## config.mk

```make
export PLATFORM = sky130hd
export DESIGN_NAME = pc_sequencer
export DESIGN_NICKNAME = d
export VERILOG_FILES = /design/src/rtl/pc_seq_pkg.sv /design/src/rtl/pc_sequencer_ras.sv /design/src/rtl/pc_sequencer.sv
export SDC_FILE = /design/constraint.sdc
export NUM_CORES = 1
export LEC_CHECK = 0
export CORE_MARGIN = 4
export CORE_UTILIZATION = 30
export DETAILED_ROUTE_END_ITERATION = 10
export HOLD_SLACK_MARGIN = 0.08
export PLACE_DENSITY = 0.56
export SYNTH_ARGS = -nofsm -noshare
export SYNTH_HDL_FRONTEND = slang
export SYNTH_SLANG_ARGS = --single-unit
```

## constraint.sdc

```tcl
create_clock -name clk -period 4.4 [get_ports clk]
set_clock_uncertainty 0.05 [all_clocks]
set_input_delay 1.1 -clock clk [delete_from_list [all_inputs] [get_ports clk]]
set_output_delay 1.1 -clock clk [all_outputs]
set_load 0.01 [all_outputs]
```

## src/rtl/pc_seq_pkg.sv

```systemverilog
`default_nettype none
// ============================================================================
//  Module      : pc_seq_pkg
//  Description : Shared types and constants for the program-counter
//                sequencer: run/halt state encoding, default vectors, the
//                return-address-stack frame layout and redirect priority
//                codes with the helper that picks one.
//  Revision    : 1.0 - initial release
// ============================================================================
package pc_seq_pkg;

    typedef enum logic [0:0] {
        ST_RUN    = 1'b0,
        ST_HALTED = 1'b1
    } state_e;

    localparam int unsigned DEF_PC_W         = 16;
    localparam logic [31:0] DEF_RESET_VECTOR = 32'h0000_0000;
    localparam logic [31:0] DEF_INT_VECTOR   = 32'h0000_0010;

    // RAS frame at the default width; the tag marks frames pushed by
    // interrupt entry so that their RETURN also restores interrupt state.
    typedef struct packed {
        logic [DEF_PC_W-1:0] addr;
        logic                isr_tag;
    } ras_entry_t;

    // Redirect selection codes, highest priority first.
    localparam logic [2:0] SEL_INT    = 3'd0;
    localparam logic [2:0] SEL_HALT   = 3'd1;
    localparam logic [2:0] SEL_RET    = 3'd2;
    localparam logic [2:0] SEL_JUMP   = 3'd3;
    localparam logic [2:0] SEL_BRANCH = 3'd4;
    localparam logic [2:0] SEL_SEQ    = 3'd5;
    localparam logic [2:0] SEL_HOLD   = 3'd6;

    function automatic logic [2:0] pick_redirect(
        input logic irq,
        input logic halt,
        input logic ret,
        input logic jmp,
        input logic br
    );
        logic [2:0] sel;
        if (irq)       sel = SEL_INT;
        else if (halt) sel = SEL_HALT;
        else if (ret)  sel = SEL_RET;
        else if (jmp)  sel = SEL_JUMP;
        else if (br)   sel = SEL_BRANCH;
        else           sel = SEL_SEQ;
        return sel;
    endfunction

endpackage
`default_nettype wire

```

## src/rtl/pc_sequencer_ras.sv

```systemverilog
`default_nettype none
// ============================================================================
//  Module      : ras_stack
//  Description : Parametrised LIFO used as the return-address stack.
//                A push while full and a pop while empty are ignored; the
//                caller flags those conditions.
//  Ports       : clk, reset (sync, active-high), push, pop, din -> dout
//                (top of stack, combinational), count, full, empty.
//  Revision    : 1.0 - initial release
// ============================================================================
module ras_stack #(
    parameter int unsigned DEPTH = 8,
    parameter int unsigned WIDTH = 17
) (
    input  logic                     clk,
    input  logic                     reset,
    input  logic                     push,
    input  logic                     pop,
    input  logic [WIDTH-1:0]         din,
    output logic [WIDTH-1:0]         dout,
    output logic [$clog2(DEPTH):0]   count,
    output logic                     full,
    output logic                     empty
);

    localparam int unsigned AW = $clog2(DEPTH);

    logic [WIDTH-1:0] mem_q [DEPTH];
    logic [AW:0]      count_q;
    logic [AW:0]      count_d;
    logic             do_push;
    logic             do_pop;
    logic [AW-1:0]    top_idx;

    assign full    = (count_q == (AW+1)'(DEPTH));
    assign empty   = (count_q == '0);
    assign do_push = push & ~full;
    assign do_pop  = pop & ~empty;
    // When empty this wraps to the last slot; the caller ignores dout then.
    assign top_idx = AW'(count_q - (AW+1)'(1));
    assign dout    = mem_q[top_idx];
    assign count   = count_q;

    always_comb begin
        count_d = count_q;
        if (do_push) begin
            count_d = count_q + (AW+1)'(1);
        end else if (do_pop) begin
            count_d = count_q - (AW+1)'(1);
        end
    end

    always_ff @(posedge clk) begin
        if (reset) begin
            count_q <= '0;
        end else begin
            count_q <= count_d;
        end
    end

    // Storage needs no reset: occupancy alone defines which slots are live.
    always_ff @(posedge clk) begin
        if (do_push) begin
            mem_q[count_q[AW-1:0]] <= din;
        end
    end

endmodule
`default_nettype wire

```

## src/rtl/pc_sequencer.sv

```systemverilog
`default_nettype none
// ============================================================================
//  Module      : pc_sequencer
//  Description : Program counter sequencer. Produces the fetch address and
//                resolves interrupt, halt, return, jump/jump-and-link and
//                branch redirects with a return-address stack.
//  Ports       : clk, reset (sync, active-high), clk_en;
//                decode inputs halt_cmd, branch_taken/branch_imm,
//                jump_taken/jump_link/jump_imm, return_cmd,
//                int_enable_cmd, int_disable_cmd, int_trigger, int_req;
//                outputs pc, halted, int_active, int_enabled, ras_count,
//                ras_overflow, ras_underflow (all registered).
//  Config      : define PC_INT_NESTING_EN to allow nested interrupts.
//  Revision    : 1.0 - initial release
// ============================================================================
module pc_sequencer
    import pc_seq_pkg::*;
#(
    parameter int unsigned PC_W         = DEF_PC_W,
    parameter int unsigned STACK_DEPTH  = 8,
    parameter logic [31:0] RESET_VECTOR = DEF_RESET_VECTOR,
    parameter logic [31:0] INT_VECTOR   = DEF_INT_VECTOR
) (
    input  logic                          clk,
    input  logic                          reset,
    input  logic                          clk_en,
    input  logic                          halt_cmd,
    input  logic                          branch_taken,
    input  logic [5:0]                    branch_imm,
    input  logic                          jump_taken,
    input  logic                          jump_link,
    input  logic [11:0]                   jump_imm,
    input  logic                          return_cmd,
    input  logic                          int_enable_cmd,
    input  logic                          int_disable_cmd,
    input  logic                          int_trigger,
    input  logic                          int_req,
    output logic [PC_W-1:0]               pc,
    output logic                          halted,
    output logic                          int_active,
    output logic                          int_enabled,
    output logic [$clog2(STACK_DEPTH):0]  ras_count,
    output logic                          ras_overflow,
    output logic                          ras_underflow
);

    localparam int unsigned     CNT_W      = $clog2(STACK_DEPTH) + 1;
    localparam logic [PC_W-1:0] C_RESET_PC = PC_W'(RESET_VECTOR);
    localparam logic [PC_W-1:0] C_INT_PC   = PC_W'(INT_VECTOR);

    typedef struct packed {
        logic [PC_W-1:0] addr;
        logic            isr_tag;
    } frame_t;

    state_e          state_q, state_d;
    logic [PC_W-1:0] pc_q, pc_d;
    logic            int_active_q, int_active_d;
    logic            int_enabled_q, int_enabled_d;
    logic            ras_overflow_q, ras_overflow_d;
    logic            ras_underflow_q, ras_underflow_d;

    logic [PC_W-1:0] seq_pc;
    logic [PC_W-1:0] branch_tgt;
    logic [PC_W-1:0] jump_tgt;
    logic            int_go;
    logic            enable_ok;
    logic [2:0]      sel;
    logic            ras_push;
    logic            ras_pop;
    frame_t          push_frame;
    frame_t          top_frame;
    logic [CNT_W-1:0] ras_cnt;
    logic            ras_full;
    logic            ras_empty;

    // Offsets are word offsets: append a zero, then sign-extend to PC_W.
    assign seq_pc     = pc_q + PC_W'(2);
    assign branch_tgt = seq_pc + PC_W'($signed({branch_imm, 1'b0}));
    assign jump_tgt   = seq_pc + PC_W'($signed({jump_imm, 1'b0}));

`ifdef PC_INT_NESTING_EN
    logic [CNT_W-1:0] nest_q, nest_d;
    assign enable_ok = 1'b1;
`else
    // Without nesting, an ISR cannot re-enable interrupts for itself.
    assign enable_ok = ~int_active_q;
`endif

    ras_stack #(
        .DEPTH (STACK_DEPTH),
        .WIDTH (PC_W + 1)
    ) u_ras (
        .clk   (clk),
        .reset (reset),
        .push  (ras_push),
        .pop   (ras_pop),
        .din   (push_frame),
        .dout  (top_frame),
        .count (ras_cnt),
        .full  (ras_full),
        .empty (ras_empty)
    );

    always_comb begin
        state_d         = state_q;
        pc_d            = pc_q;
        int_active_d    = int_active_q;
        int_enabled_d   = int_enabled_q;
        ras_overflow_d  = ras_overflow_q;
        ras_underflow_d = ras_underflow_q;
        ras_push        = 1'b0;
        ras_pop         = 1'b0;
        push_frame      = '{addr: seq_pc, isr_tag: 1'b0};
        int_go          = 1'b0;
        sel             = SEL_HOLD;
`ifdef PC_INT_NESTING_EN
        nest_d          = nest_q;
`endif
        if (clk_en) begin
            // A halted core only wakes on the external level request.
            if (state_q == ST_HALTED) begin
                int_go = int_enabled_q & int_req;
                sel    = int_go ? SEL_INT : SEL_HOLD;
            end else begin
                int_go = int_enabled_q & (int_req | int_trigger);
                sel    = pick_redirect(int_go, halt_cmd, return_cmd,
                                       jump_taken, branch_taken);
            end

            case (sel)
                SEL_INT: begin
                    ras_push           = 1'b1;
                    push_frame.isr_tag = 1'b1;
                    pc_d               = C_INT_PC;
                    int_active_d       = 1'b1;
                    state_d            = ST_RUN;
`ifdef PC_INT_NESTING_EN
                    if (!ras_full) begin
                        nest_d = nest_q + CNT_W'(1);
                    end
`endif
                end
                SEL_HALT: begin
                    state_d = ST_HALTED;
                end
                SEL_RET: begin
                    ras_pop = 1'b1;
                    if (ras_empty) begin
                        pc_d            = seq_pc;
                        ras_underflow_d = 1'b1;
                    end else begin
                        pc_d = top_frame.addr;
                        if (top_frame.isr_tag) begin
                            int_enabled_d = 1'b1;
`ifdef PC_INT_NESTING_EN
                            if (nest_q <= CNT_W'(1)) begin
                                int_active_d = 1'b0;
                            end
                            if (nest_q != '0) begin
                                nest_d = nest_q - CNT_W'(1);
                            end
`else
                            int_active_d = 1'b0;
`endif
                        end
                    end
                end
                SEL_JUMP: begin
                    pc_d     = jump_tgt;
                    ras_push = jump_link;
                end
                SEL_BRANCH: begin
                    pc_d = branch_tgt;
                end
                SEL_SEQ: begin
                    pc_d = seq_pc;
                end
                default: begin
                end
            endcase

            if (state_q == ST_RUN) begin
                if (int_enable_cmd && enable_ok) begin
                    int_enabled_d = 1'b1;
                end
                if (int_disable_cmd) begin
                    int_enabled_d = 1'b0;
                end
            end
            // Interrupt entry always leaves interrupts masked.
            if (sel == SEL_INT) begin
                int_enabled_d = 1'b0;
            end

            if (ras_push && ras_full) begin
                ras_overflow_d = 1'b1;
            end
        end
    end

    always_ff @(posedge clk) begin
        if (reset) begin
            state_q         <= ST_RUN;
            pc_q            <= C_RESET_PC;
            int_active_q    <= 1'b0;
            int_enabled_q   <= 1'b0;
            ras_overflow_q  <= 1'b0;
            ras_underflow_q <= 1'b0;
        end else begin
            state_q         <= state_d;
            pc_q            <= pc_d;
            int_active_q    <= int_active_d;
            int_enabled_q   <= int_enabled_d;
            ras_overflow_q  <= ras_overflow_d;
            ras_underflow_q <= ras_underflow_d;
        end
    end

`ifdef PC_INT_NESTING_EN
    always_ff @(posedge clk) begin
        if (reset) begin
            nest_q <= '0;
        end else begin
            nest_q <= nest_d;
        end
    end
`endif

    assign pc            = pc_q;
    assign halted        = (state_q == ST_HALTED);
    assign int_active    = int_active_q;
    assign int_enabled   = int_enabled_q;
    assign ras_count     = ras_cnt;
    assign ras_overflow  = ras_overflow_q;
    assign ras_underflow = ras_underflow_q;

endmodule
`default_nettype wire

```

==> qor.yml, run 1 <==
status:
  status: "complete, no violations"
place:
  place.gp.congestion: 0.9247
  dp_hpwl_um: 13530
  io_buffers: 54
sta:
  hold_ws_ns: 0.4293
  post-route-min-period_ns: 4.099
  drv_slew: 0
  period_share: 0.9317
  final-hold-violation-count: 0
  fmax_ghz: 0.2439
  setup_viol: 0
  rsz0062_at_grt: "false"
  maxSlewHeadroom: 0.3111
  tightest_slew_ns: 1.026
synth:
  netlist_instances: 550
  syn_area_mm2: 0.007635
  synth_commonest_cells: "edfxtp_1, nand2_1, nor2_1, mux4_2, a21oi_1"
  ys_seq_area_frac: 0.6005
  synth_top_area_cell: "edfxtp_1"
  ys_ff_latch: 161
  yosysTopAreaCellShare: 0.5349
  postSynthAreaPerCell_um2: 13.88
  synth.distinct_cells: 66
  synth.area.top_cells: "edfxtp_1, mux4_2, dfxtp_1"
  yosysWarnings: 0
  ys.flop_type: "edfxtp_1"
  synth.net_count: 598
  async_flop_share: 0
  synth_edf_count: 136
  yosysMostFrequentCell: "edfxtp_1"
finish:
  multiInputGateArea_mm2: 0.002894
  drive_gt1_frac: 0.1966
  fillers: 2388
  fin_util: 0.3772
  layout.nets: 691
  syn_to_final_growth_pct: 24.04
  ff_latch_area_mm2: 0.004586
  diodes: 0
setup_path:
  crit_type: "in2reg"
  cp.arrival_ns: 4.36
  critPathCapture: "pc[13]"
  regToRegSetupSlack_ns: 0.98
  r2r-end: "pc[13]"
  r2r_start: "pc[2]"
  start_kind: "input pin"
  crit_chain: "clkdlybuf4s50_1 -> nor3_1 -> nand3_1 -> buf_4 -> mux2_2 -> ha_1 -> inv_1 -> fa_1 -> nor2b_1 -> o31a_1 -> o21ai_1 -> o21ai_0 -> xor2_1 -> a221o_1"
  cp_max_fo: 9
  slowest_delay_ns: 0.48
  path_depth: 14
  end_kind: "register"
  crit_path_top_delay_cell: "clkdlybuf4s50_1"
  cp.buffers_inverters: 3
  reg2reg_depth: 10
  crit_start: "halt_cmd"
  cp.required_ns: 4.66
  critical_path.top_delay_family: "compound AO/OA/AOI/OAI gates"
pwr:
  p_int_mw: 2.953
  p_clk_frac: 0.437
  power_density_mw_per_mm2: 402.5
  power_frac_seq: 0.445
  vdd_drop_max_mv: 0.2736
  finalPower_mw: 3.812
  p_switching_mw: 0.8587
  p_sw_frac: 0.2253
  pwr-share-comb: 0.117
  power_leakage_nw: 3.251
detailed_routing:
  drc: 0
  first_pass_iters: 4
  via_count: 5029
  drt.antenna.violating_nets: 0
  wl_um: 19670
  wl_per_cell_um: 19.95
  via_per_inst: 5.100
  drtIter0Drc: 505
floorplanning:
  core.rowCount: 58
  initial_utilization: 0.3041
  ios: 55
  dieArea_mm2: 0.02807
  core_area_mm2: 0.02511
  die_w_um: 167.5
  die_y_um: 167.5
grt:
  grt-ovfl-total: 0
  grt_start_max_net_pins: 42
  grt_pass1_vias: 5226
  antenna_found_initial: 0
  grt_pass1_wl_um: 30530
  grt_use_total: 0.1420
cts:
  clk_latency_ns: 0.42
  cts_root_buffer: "clkbuf_16"
  cts_setup_buffers: 0
  clk_pin_slew_ns: 0.07
  cts_hold_buffers: 0
  cts_tree: "done"
  ctsLongestPathBuffers: 2
  clock-sinks: 161
  postCtsResizedCells: 0
  cts_htree_levels: 4
  numCtsBuffers: 17
worst_hold_path:
  hp-class: "reg2reg"
flow_run:
  maxCapViolations: 0
[through the flow]
step	TNS, ns	setup WS, ns	instances	area, um^2
floorplan	0	0.5877	550	7635
global placement	0	0.05902	954	8793
detailed placement	-0.1180	-0.08567	954	8793
CTS	0	0.3454	986	9470
global route	0	0.1012	986	9470
finish	0	0.3006	986	9470
[power by group through the flow]
stage	clock network, mW	registers (mW)	logic, mW
4_1_cts	1.70	1.70	0.449
3_3_place_gp	0	1.73	0.440
5_1_grt	1.77	1.70	0.488
6_report	1.67	1.70	0.447
3_5_place_dp	0	1.73	0.447
2_1_floorplan	0	1.73	0.272
[kinds of logic (layout without fill, tap and decap cells)]
logic type               count (synthesis)  count (layout)  share of synthesized area
adder cells (fa/ha/maj)                 18              18                    0.03048
XOR/XNOR                                24              24                    0.03048
flip-flops                             161             161                     0.6005
AO/OA/AOI/OAI                          109             109                     0.1019
AND/OR/NAND/NOR                        158             158                     0.1016
buffers and inverters                   37             143                    0.02212
multiplexers                            43              43                     0.1129
[cell usage in the layout, fill, tap and decap left out, types with 3 or more instances in the layout]
cell,instances
a221oi_1,5
nand4_1,7
nand3_1,12
o21ai_0,13
nand2_1,57
o31ai_1,3
a21oi_1,28
xnor2_1,16
nand3b_1,5
o21a_1,8
ha_1,17
xor2_1,6
a211o_1,3
clkdlybuf4s50_1,54
a21o_1,8
nor2b_1,4
mux2_2,5
and3_1,4
clkinvlp_4,3
a21oi_2,3
a211oi_1,7
clkbuf_16,17
o211ai_1,5
mux2i_1,4
nor2_1,37
edfxtp_1,136
clkinv_4,3
nor4_1,3
inv_1,18
nor3_1,9
dfxtp_1,24
mux4_2,34
nor2_2,3
bufinv_16,6
a221o_1,6
buf_4,39
[worst min-delay path by stage]
| stage | startpoint | endpoint | slack, ns | depth (start not counted) |
|---|---|---|---|---|
| 2_1_floorplan | ras_overflow | ras_overflow | 0.45 | 2 |
| 3_3_place_gp | ras_overflow | ras_overflow | 0.40 | 2 |
| 3_5_place_dp | ras_overflow | ras_overflow | 0.41 | 2 |
| 4_1_cts | ras_overflow | ras_overflow | 0.43 | 2 |
| 5_1_grt | ras_overflow | ras_overflow | 0.45 | 2 |
| 6_report | ras_overflow | ras_overflow | 0.43 | 2 |
[layout make-up]
cell class,count,area share
inverter,18,0.007134
clock buffer,19,0.04677
timing repair buffer,93,0.08799
multi-input combinational,352,0.3056
tap,330,0.04360
clock inverter,13,0.02471
sequential,161,0.4842
[sequential cells by signal (all words and copies together) (netlist names)]
name and count:
u_ras.count 4, u_ras.mem_q 136, int_enabled 1, pc 16
ras_overflow 1, halted 1, int_active 1, ras_underflow 1
[per-layer routing]
layer / wire length (um) / track usage / share of wire
met1: 8986 / 0.1917 / 0.46
met2: 9594 / 0.2326 / 0.49
met3: 764 / 0.03187 / 0.039
met4: 327 / 0.03776 / 0.017
met5: 0 / 0 / 0
[worst register-to-register path, cell delays in order, from the launching register on]
cell     delay (ns)
dfxtp_1        0.47
ha_1           0.31
nand3_1        0.12
xnor2_1        0.72
ha_1           0.42
o21a_1         0.12
o31a_1         0.13
o21ai_1        0.34
o21ai_0        0.17
xor2_1         0.16
a221o_1        0.31
No activity file was read; power rests on OpenSTA's default activity.
==> run 2: changes to the inputs <==
--- a/config.mk
+++ b/config.mk
@@ -5,11 +5,14 @@
 export SDC_FILE = /design/constraint.sdc
 export NUM_CORES = 1
 export LEC_CHECK = 0
+export ABC_AREA = 1
+export CORE_ASPECT_RATIO = 0.8
 export CORE_MARGIN = 4
 export CORE_UTILIZATION = 30
 export DETAILED_ROUTE_END_ITERATION = 10
 export HOLD_SLACK_MARGIN = 0.08
 export PLACE_DENSITY = 0.56
+export RECOVER_POWER = 100
 export SYNTH_ARGS = -nofsm -noshare
 export SYNTH_HDL_FRONTEND = slang
 export SYNTH_SLANG_ARGS = --single-unit
==> run 2 against run 1 <==
  * Critical path depth is 2 lower
  * Sequential share of layout area decreased by 0.89 points
  * Sequential power rose by 5%
  * Global-route usage up 0.54 points
  * Critical path type unchanged
  * Via count grew 25%
  * Synthesized cell count is 54% higher
  * Largest power group unchanged
  * Largest cell class unchanged
  * Final area is 1.9% higher
==> qor.yml, run 2 <==
synth:
  yosysTopAreaCellShare: 0.5082  # -0.02673
  syn_area_mm2: 0.008036  # +5.3%
  netlist_instances: 848  # +54%
  synth_compound_area_frac: 0.1278  # +0.02589
  ys_ff_latch: 161  # unchanged
  ys.flop_type: "edfxtp_1"
  postSynthAreaPerCell_um2: 9.477  # -32%
  ys_seq_area_frac: 0.5704  # -0.03001
  async_flop_share: 0  # unchanged
  synth_simple_gate_area_share: 0.1980  # +0.09643
  synth_top_family_by_area: "simple AND/OR/NAND/NOR gates"
  synth_edf_count: 136  # unchanged
  yosysWarnings: 0  # unchanged
  synth.distinct_cells: 53  # -20%
  synth.area.top_cells: "edfxtp_1, nand2_1, dfxtp_1"
  yosysMostFrequentCell: "nand2_1"
  synth-adder-area-share: 0.02896  # -0.001523
  synth.net_count: 896  # +50%
  synth_top_area_cell: "edfxtp_1"
  synth_xor_area_frac: 0.01962  # -0.01086
  synth.mux.area_fraction: 0.001246  # -0.1117
  synth_commonest_cells: "nand2_1, edfxtp_1, a21oi_1, nor2_1, inv_1"
grt:
  grt-ovfl-total: 0  # unchanged
  grt_pass1_wl_um: 34000  # +11%
  grt_pass1_vias: 5961  # +14%
  grt_use_total: 0.1474  # +0.005448
  antenna_found_initial: 0  # unchanged
  grt_start_max_net_pins: 72  # +71%
pwr:
  power_density_mw_per_mm2: 464.7  # +15%
  finalPower_mw: 4.483  # +18%
  power_leakage_nw: 3.763  # +16%
  vdd_drop_max_mv: 0.3035  # +11%
finish:
  layout.nets: 962  # +39%
  syn_to_final_growth_pct: 20.05
  largest_reg_flops: 136  # unchanged
  stdcell_area_mm2: 0.009648  # +1.9%
  final_common_cell: "nand2_1"
  diodes: 0  # unchanged
  drive_gt1_frac: 0.08954  # -0.1071
  final_cell_mix: "nand2_1, edfxtp_1, a21oi_1"
  fin_cells: 1284  # +30%
  fillers: 2685  # +12%
cts:
  cts_setup_buffers: 0  # unchanged
  numCtsBuffers: 17  # unchanged
  clk_pin_slew_ns: 0.07  # about the same
  clock-sinks: 161  # unchanged
  ctsLongestPathBuffers: 2  # unchanged
  postCtsResizedCells: 0  # unchanged
  cts_htree_levels: 4  # unchanged
  clk_latency_ns: 0.43  # about the same
  cts_tree: "done"
  cts_root_buffer: "clkbuf_16"
  cts_hold_buffers: 0  # unchanged
place:
  dp_hpwl_um: 14390  # +6.4%
  io_buffers: 54  # unchanged
  place_area_mm2: 0.009117  # +3.7%
  post-place-cells: 1252  # +31%
  dp_slack_ns: 0.05051  # +0.1362 ns
  place.gp.congestion: 0.8553  # -7.5%
setup_path:
  crit_path_top_delay_cell: "nor2_1"
  end_kind: "register"
  crit_top_cell: "nor2_1"
  crit_type: "in2reg"
  start_kind: "input pin"
  critical_path.top_delay_family: "simple AND/OR/NAND/NOR gates"
  cp_max_fo: 8  # -1
  cp.required_ns: 4.62  # -0.04 ns
  cp.arrival_ns: 4.21  # -0.15 ns
  cp.buffers_inverters: 3  # unchanged
  slowest_delay_ns: 0.84  # +0.36 ns
  crit_chain: "clkdlybuf4s50_1 -> o21ai_2 -> nand2_2 -> clkbuf_4 -> a21boi_0 -> nand3_4 -> nor2_1 -> nand2_1 -> inv_1 -> nor2_1 -> o21ai_0 -> a21oi_1"
sta:
  setup_tns_ns: 0  # unchanged
  rsz0062_at_grt: "false"
  setup_viol: 0  # unchanged
  fmax_ghz: 0.2510  # +2.9%
  maxSlewHeadroom: 0.2779  # -0.03321
  period_share: 0.9056  # -0.02607
  drv_slew: 0  # unchanged
  timing.final.ws_setup_ns: 0.4154  # +0.1147 ns
  final-hold-violation-count: 0  # unchanged
  post-route-min-period_ns: 3.985  # -0.1147 ns
  tightest_slew_ns: 1.079  # +0.05319 ns
detailed_routing:
  drc: 0  # unchanged
  drt.antenna.violating_nets: 0  # unchanged
  via_per_inst: 4.893  # -4.1%
  via_count: 6283  # +25%
  wl_um: 21770  # +11%
  first_pass_iters: 7  # +3
  wl_per_cell_um: 16.95  # -15%
  drtIter0Drc: 532  # +5.3%
floorplanning:
  initial_utilization: 0.3053  # +0.001195
  core_area_mm2: 0.02633  # +4.8%
  die_w_um: 191.0  # +14%
  ios: 55  # unchanged
  die_y_um: 154.4  # -7.8%
  core.rowCount: 53  # -8.6%
  dieArea_mm2: 0.02949  # +5.1%
status:
  status: "complete, no violations"
worst_hold_path:
  hp-class: "reg2reg"
flow_run:
  maxCapViolations: 0  # unchanged
==> run 2: routing by layer <==
metal	vias up	GRT usage	wire length, um
met3	19	0.03114	1122
met2	151	0.2188	9437
met1	3034	0.2216	11000
met5	-	0	0
met4	0	0.03282	210
li1	3079	-	-
==> run 2: area by class of cell <==
class,count,area [um^2],area share
clock buffer,17,425.4,0.04409
clock inverter,15,207.7,0.02153
tap,357,446.7,0.04630
sequential,161,4586,0.4753
multi-input combinational,582,2982,0.3090
inverter,72,271.5,0.02814
timing repair buffer,80,729.5,0.07561
==> run 2: through the flow <==
step	util	hold WS, ns
5_1_grt	0.3665	0.4461
3_3_place_gp	0.3463	0.4201
6_report	0.3665	0.4293
4_1_cts	0.3704	0.4363
3_5_place_dp	0.3463	0.4154
2_1_floorplan	-	0.4451
==> run 2: power breakdown <==
group,leakage (nW),switching [mW],total [mW],internal [mW]
Combinational,2.03,0.729,1.09,0.364
Clock,0.296,0.647,1.60,0.957
Sequential,1.43,0.0480,1.79,1.74
==> run 2: path summary, 6_finish.rpt <==
kind	depth (start not counted)	endpoint	from	slack, ns
worst min-delay path	2	int_active	int_active	0.43
worst max register to register	21	pc[14]	pc[1]	0.99
worst max-delay path	12	u_ras.count[0]	int_req	0.42
worst min register to register	2	int_active	int_active	0.43
==> run 2: cell families after synthesis <==
logic type               after synthesis
AND/OR/NAND/NOR                      373
AO/OA/AOI/OAI                        172
flip-flops                           161
buffers and inverters                105
XOR/XNOR                              18
adder cells (fa/ha/maj)               18
multiplexers                           1
==> run 2: worst reg2reg max path, delay by kind of cell (launching register included) <==
family / cells / cell delay [ns]
buffers and inverters: 3 / 0.69
flip-flops: 1 / 0.43
AND/OR/NAND/NOR: 11 / 0.99
AO/OA/AOI/OAI: 4 / 0.49
adder cells (fa/ha/maj): 2 / 0.55
XOR/XNOR: 1 / 0.14
==> run 3: changes to the inputs <==
--- a/config.mk
+++ b/config.mk
@@ -8,10 +8,10 @@
 export ABC_AREA = 1
 export CORE_ASPECT_RATIO = 0.8
 export CORE_MARGIN = 4
-export CORE_UTILIZATION = 30
+export CORE_UTILIZATION = 50
 export DETAILED_ROUTE_END_ITERATION = 10
 export HOLD_SLACK_MARGIN = 0.08
-export PLACE_DENSITY = 0.56
+export PLACE_DENSITY = 0.79
 export RECOVER_POWER = 100
 export SYNTH_ARGS = -nofsm -noshare
 export SYNTH_HDL_FRONTEND = slang
==> run 3 against run 2 <==
  * The flow now finishes with violations (max-capacitance violations, max-slew violations)
  * Core utilization rose by 23 points
  * Maximum frequency shrank 0.94%
  * Combinational power is essentially flat
  * Largest cell class unchanged
==> qor.yml, run 3 (synthesis results as in run 2) <==
setup_path:
  crit_type: "in2reg"
  cp.arrival_ns: 4.32  # +0.11 ns
  cp.required_ns: 4.70  # +0.08 ns
  regToRegSetupSlack_ns: 0.79  # -0.20 ns
  r2r-end: "pc[14]"
  start_kind: "input pin"
  cp_max_fo: 10  # +2
  r2r_start: "pc[1]"
  end_kind: "register"
  reg2reg_depth: 19  # -9.5%
worst_hold_path:
  hp-class: "reg2reg"
  min_from: "ras_overflow"
  hold-path-endpoint: "ras_overflow"
  hold_path_depth: 2  # unchanged
sta:
  tightest_slew_ns: 1.625  # +0.5459 ns
  timing.final.ws_setup_ns: 0.3775  # -0.03781 ns
  period_share: 0.9142  # +0.008594
  rsz0062_at_grt: "false"
  final-hold-violation-count: 0  # unchanged
  maxSlewHeadroom: -0.09110  # -0.3690
  drv_slew: 17  # +17
  post-route-min-period_ns: 4.022  # +0.03781 ns
  setup_tns_ns: 0  # unchanged
  setup_viol: 0  # unchanged
  fmax_ghz: 0.2486  # -0.94%
pwr:
  vdd_drop_max_mv: 0.2937  # -3.2%
  power_density_mw_per_mm2: 465.0  # about the same
  finalPower_mw: 4.354  # -2.9%
  power_leakage_nw: 3.727  # -0.96%
detailed_routing:
  drc: 0  # unchanged
  wl_per_cell_um: 18.01  # +6.3%
  via_count: 6469  # +3.0%
  drt.antenna.violating_nets: 0  # unchanged
  first_pass_iters: 7  # unchanged
  wl_um: 20520  # -5.7%
  via_per_inst: 5.680  # +16%
  drtIter0Drc: 705  # +33%
grt:
  grt_start_max_net_pins: 73  # +1.4%
  grt-ovfl-total: 0  # unchanged
  grt_pass1_vias: 6049  # +1.5%
  antenna_found_initial: 0  # unchanged
  grt_pass1_wl_um: 31990  # -5.9%
  grt_use_total: 0.2288  # +0.08139
finish:
  fin_cells: 1139  # -11%
  diodes: 0  # unchanged
  syn_to_final_growth_pct: 16.52
  final_common_cell: "nand2_1"
  fin_util: 0.5946  # +0.2281
  drive_gt1_frac: 0.07143  # -0.01811
  final_cell_mix: "nand2_1, edfxtp_1, nor2_1"
  layout.nets: 959  # -0.31%
  largest_reg_flops: 136  # unchanged
  fillers: 1334  # -50%
floorplanning:
  die_y_um: 121.4  # -21%
  dieArea_mm2: 0.01818  # -38%
  core.rowCount: 41  # -23%
  initial_utilization: 0.5103  # +0.2050
  die_w_um: 149.7  # -22%
  ios: 55  # unchanged
  core_area_mm2: 0.01575  # -40%
cts:
  clk_latency_ns: 0.42  # about the same
  clock-sinks: 161  # unchanged
  numCtsBuffers: 17  # unchanged
  cts_tree: "done"
  postCtsResizedCells: 0  # unchanged
  cts_root_buffer: "clkbuf_16"
  cts_hold_buffers: 0  # unchanged
  clk_pin_slew_ns: 0.07  # about the same
  cts_setup_buffers: 0  # unchanged
  ctsLongestPathBuffers: 2  # unchanged
  cts_htree_levels: 4  # unchanged
status:
  failed_checks: "max-capacitance violations, max-slew violations"
  status: "complete, but fails checks"
flow_run:
  maxCapViolations: 1  # +1
place:
  dp_slack_ns: 0.03508  # -0.01544 ns
  place.gp.congestion: 0.8712  # +1.9%
  io_buffers: 54  # unchanged
  post-place-cells: 1107  # -12%
  dp_hpwl_um: 13460  # -6.5%
-- run 3: final cells by class --
cell class / instances / area, um^2 / share of cell area
Sequential cell: 161 / 4586 / 0.4897
Multi-Input combinational cell: 582 / 2970 / 0.3172
Timing Repair Buffer: 77 / 671.9 / 0.07175
Clock buffer: 20 / 436.7 / 0.04663
Inverter: 72 / 272.8 / 0.02913
Tap cell: 215 / 269.0 / 0.02873
Clock inverter: 12 / 157.7 / 0.01684
-- run 3: power by group --
group	total [mW]	leakage [nW]	switching, mW	internal (mW)
Sequential	1.79	1.43	0.0477	1.74
Combinational	1.07	2.01	0.721	0.349
Clock	1.50	0.283	0.600	0.897
-- run 3: per-layer routing --
layer	routed length, um	GRT usage	vias to the layer above
met1	9162	0.3418	3074
met2	9362	0.3494	298
met5	0	0	-
li1	-	-	3068
met4	337	0.05829	0
met3	1654	0.03846	29
-- run 3: worst max-delay path, stage by stage --
cell,delay (ns)
clkdlybuf4s50_1,0.45
o21ai_2,0.22
nand2_1,0.13
nand2_1,0.08
nand2_1,0.09
nand3_2,0.10
clkinv_1,0.23
o21ai_0,0.23
inv_1,0.07
ha_1,0.35
a21oi_1,0.25
o21ai_0,0.13
nand2_1,0.07
nand3_1,0.14
a21oi_1,0.25
inv_1,0.07
nand3_1,0.07
nand3_1,0.07
nand2_1,0.07
nand2_1,0.05
a21oi_1,0.12
-- run 3: how the worst max path moves through the flow --
stage | startpoint | to | slack, ns | cells after the start
after floorplan | int_req | u_ras.mem_q[1][0] | 0.70 | 9
after global placement | int_req | pc[15] | 0.17 | 21
after detailed placement | int_req | pc[15] | 0.04 | 21
after CTS | int_req | pc[15] | 0.48 | 21
after global routing | jump_taken | u_ras.mem_q[0][6] | 0.06 | 14
final | int_req | pc[15] | 0.38 | 21
-- run 3: stage by stage --
stage | instance area, um^2 | hold WS [ns]
finish | 9364 | 0.4249
global placement | 8902 | 0.4152
floorplan | 8036 | 0.4451
CTS | 9497 | 0.4352
global route | 9364 | 0.4437
detailed placement | 8902 | 0.4140
==> RTL edit, RTL diff (flow settings as in run 3) <==
The parameter `STACK_DEPTH` goes from 8 to 16.
--- a/src/rtl/pc_sequencer.sv
+++ b/src/rtl/pc_sequencer.sv
@@ -17,7 +17,7 @@
     import pc_seq_pkg::*;
 #(
     parameter int unsigned PC_W         = DEF_PC_W,
-    parameter int unsigned STACK_DEPTH  = 8,
+    parameter int unsigned STACK_DEPTH  = 16,
     parameter logic [31:0] RESET_VECTOR = DEF_RESET_VECTOR,
     parameter logic [31:0] INT_VECTOR   = DEF_INT_VECTOR
 ) (
Ports: changed (resized ras_count); port bits go from 55 to 56. The function was not compared with the original's and may differ.
==> RTL edit against run 3 <==
The flow still finishes with violations (max-capacitance violations, max-slew violations). Critical path depth down 11. Cell area increased by 66%. Worst setup slack got worse by 0.16 ns. Sequential cell count up 137. Area after synthesis up 71%. Wire length up 76%. Power grew 65%. Die area is 66% higher.
==> RTL edit: results (changes against run 3) <==
| Metric | Value |
|---|---|
| Status | complete, but fails checks |
| Violated checks | max-capacitance violations, max-slew violations |
| Violation count after the first detailed-route iteration | 1265 (+79%) |
| Sw frac | 29.44% (-2.0 points) |
| DRT Pass-1 Iters | 6 (-1) |
| R2R setup slack | 0.46 ns (-0.33 ns) |
| ClkCell Share | 5.855% (-0.49 points) |
| Max-cap violation count | 1 (unchanged) |
| Synth Area in Compound Gates | 9.852% (-2.9 points) |
| Xor-xnor portion of the synthesized cell area | 1.297% (-0.67 points) |
| FFs & Latches | 298 (+85%) |
| Post-layout net count | 1422 (+48%) |
| Non-Clock Buffer Count | 93 (+21%) |
| Vias | 10240 (+58%) |
| Critical R2R Capture | pc[10]$_SDFFE_PP0P_ |
| Layout non-clock buf frac | 5.267% (-1.9 points) |
| Number of global-route vias before repair | 9628 (+59%) |
| Mux share of post-synthesis cell area | 0% (-0.12 points) |
| Number of buffers created by CTS | 27 (+10) |
| Reg2reg path depth | 15 (-4) |
| Max Root-Sink Buffers | 3 (+1) |
| Post-synth EDFFs | 272 (+100%) |
| Routability Congestion | 0.9166 (+5.2%) |
| Multi-input gates | 879 (+51%) |
| Max IR drop VDD | 334.7 uV (+14%) |
| Leakage | 5.821 nW (+56%) |
| Largest net degree at the start of global routing | 143 (+96%) |
| Post-Layout Cell Count | 1748 (+53%) |
| Worst Setup EP | u_ras.mem_q[5][1]$_DFFE_PP_ |
| Final worst path period share | 95.07% (+3.7 points) |
| Fraction of area in multi-input gates | 28.30% (-3.4 points) |
| Dpl ws | 0.004791 ns (-0.03029 ns) |
| Hold Path Sink | ras_underflow$_SDFFE_PP0P_ |
| # clk buffers | 29 (+45%) |
| Syn avg cell area | 10.43 um2 (+10%) |
| Critical Path Source | jump_taken |
| Max Slew Vio Count | 143 (+126) |
| Critical path arrival | 4.30 ns (-0.02 ns) |
| Hold Crit Start | ras_underflow$_SDFFE_PP0P_ |
| DP HPWL | 21940 um (+63%) |
| Port buffer count | 55 (+1.9%) |
| GR Util met1 | 35.88% (+1.7 points) |
| R2r startpoint | pc[6]$_SDFFE_PP0P_ |
| Top post-synthesis cells by count | nand2_1 (350), edfxtp_1 (272), nand3_1 (143) |
| Total track usage | 23.62% (+0.74 points) |
| Slew headroom | -7.278% (+1.8 points) |
| Drt wl/cell | 20.64 um (+15%) |
| Seq/Total Area, Yosys | 63.40% (+6.4 points) |
| First-pass GRT wire length | 55290 um (+73%) |
| Clock latency on the worst-skew pair | 0.54 ns (+0.12 ns) |
| Synth cell types | 46 (-13%) |
| Grt met2 use | 35.30% (+0.36 points) |
| M3 GR Usage | 4.206% (+0.36 points) |
## RTL edit: changes by cell type in the layout (fill, tap and decap cells not counted), sizes merged, moves of 5 or more
cell | run 3 | this run
a21oi | 67 | 117
a22oi | 3 | 32
clkbuf | 34 | 47
nor2 | 67 | 81
o221ai | 5 | 0
a31oi | 8 | 2
clkinv | 6 | 12
nand3 | 59 | 145
o211ai | 4 | 10
nand2 | 225 | 358
edfxtp | 136 | 272
buf | 8 | 20
o22ai | 6 | 0
## RTL edit: power by group through the flow
stage / combinational [mW] / sequential, mW / clock, mW
floorplan: 1.03 / 3.30 / 0
global placement: 1.48 / 3.30 / 0
detailed placement: 1.50 / 3.30 / 0
CTS: 1.51 / 3.24 / 2.44
global route: 1.66 / 3.25 / 2.56
finish: 1.51 / 3.24 / 2.43
## RTL edit: stage by stage
| step | utilization [%] | hold WS, ns |
|---|---|---|
| after floorplan | - | 0.4240 |
| after global placement | 55.40 | 0.3914 |
| after detailed placement | 55.40 | 0.4001 |
| after CTS | 58.81 | 0.4107 |
| after global routing | 58.28 | 0.4320 |
| final | 58.28 | 0.4082 |
## RTL edit: metal layers
layer / wire length (um) / up-vias
li1: - / 4726
met3: 3684 / 80
met5: 0 / -
met4: 864 / 0
met1: 15470 / 4886
met2: 16060 / 546
## RTL edit: worst max-delay path: stages
cell           delay [ns]
dlygate4sd3_1        0.61
nor2_4               0.06
nor3_1               0.60
clkinv_1             0.25
nor2_1               0.17
nand3_1              0.12
a21oi_1              0.36
nand2_1              0.26
nor2_2               0.17
clkbuf_1             0.59
## RTL edit: cells by family (layout without fill, tap and decap cells)
logic type | Yosys count | in the layout
compound gates | 233 | 233
xor+xnor | 16 | 16
fa+ha+maj | 21 | 21
buf+inv | 137 | 214
flops | 298 | 298
simple gates | 609 | 609
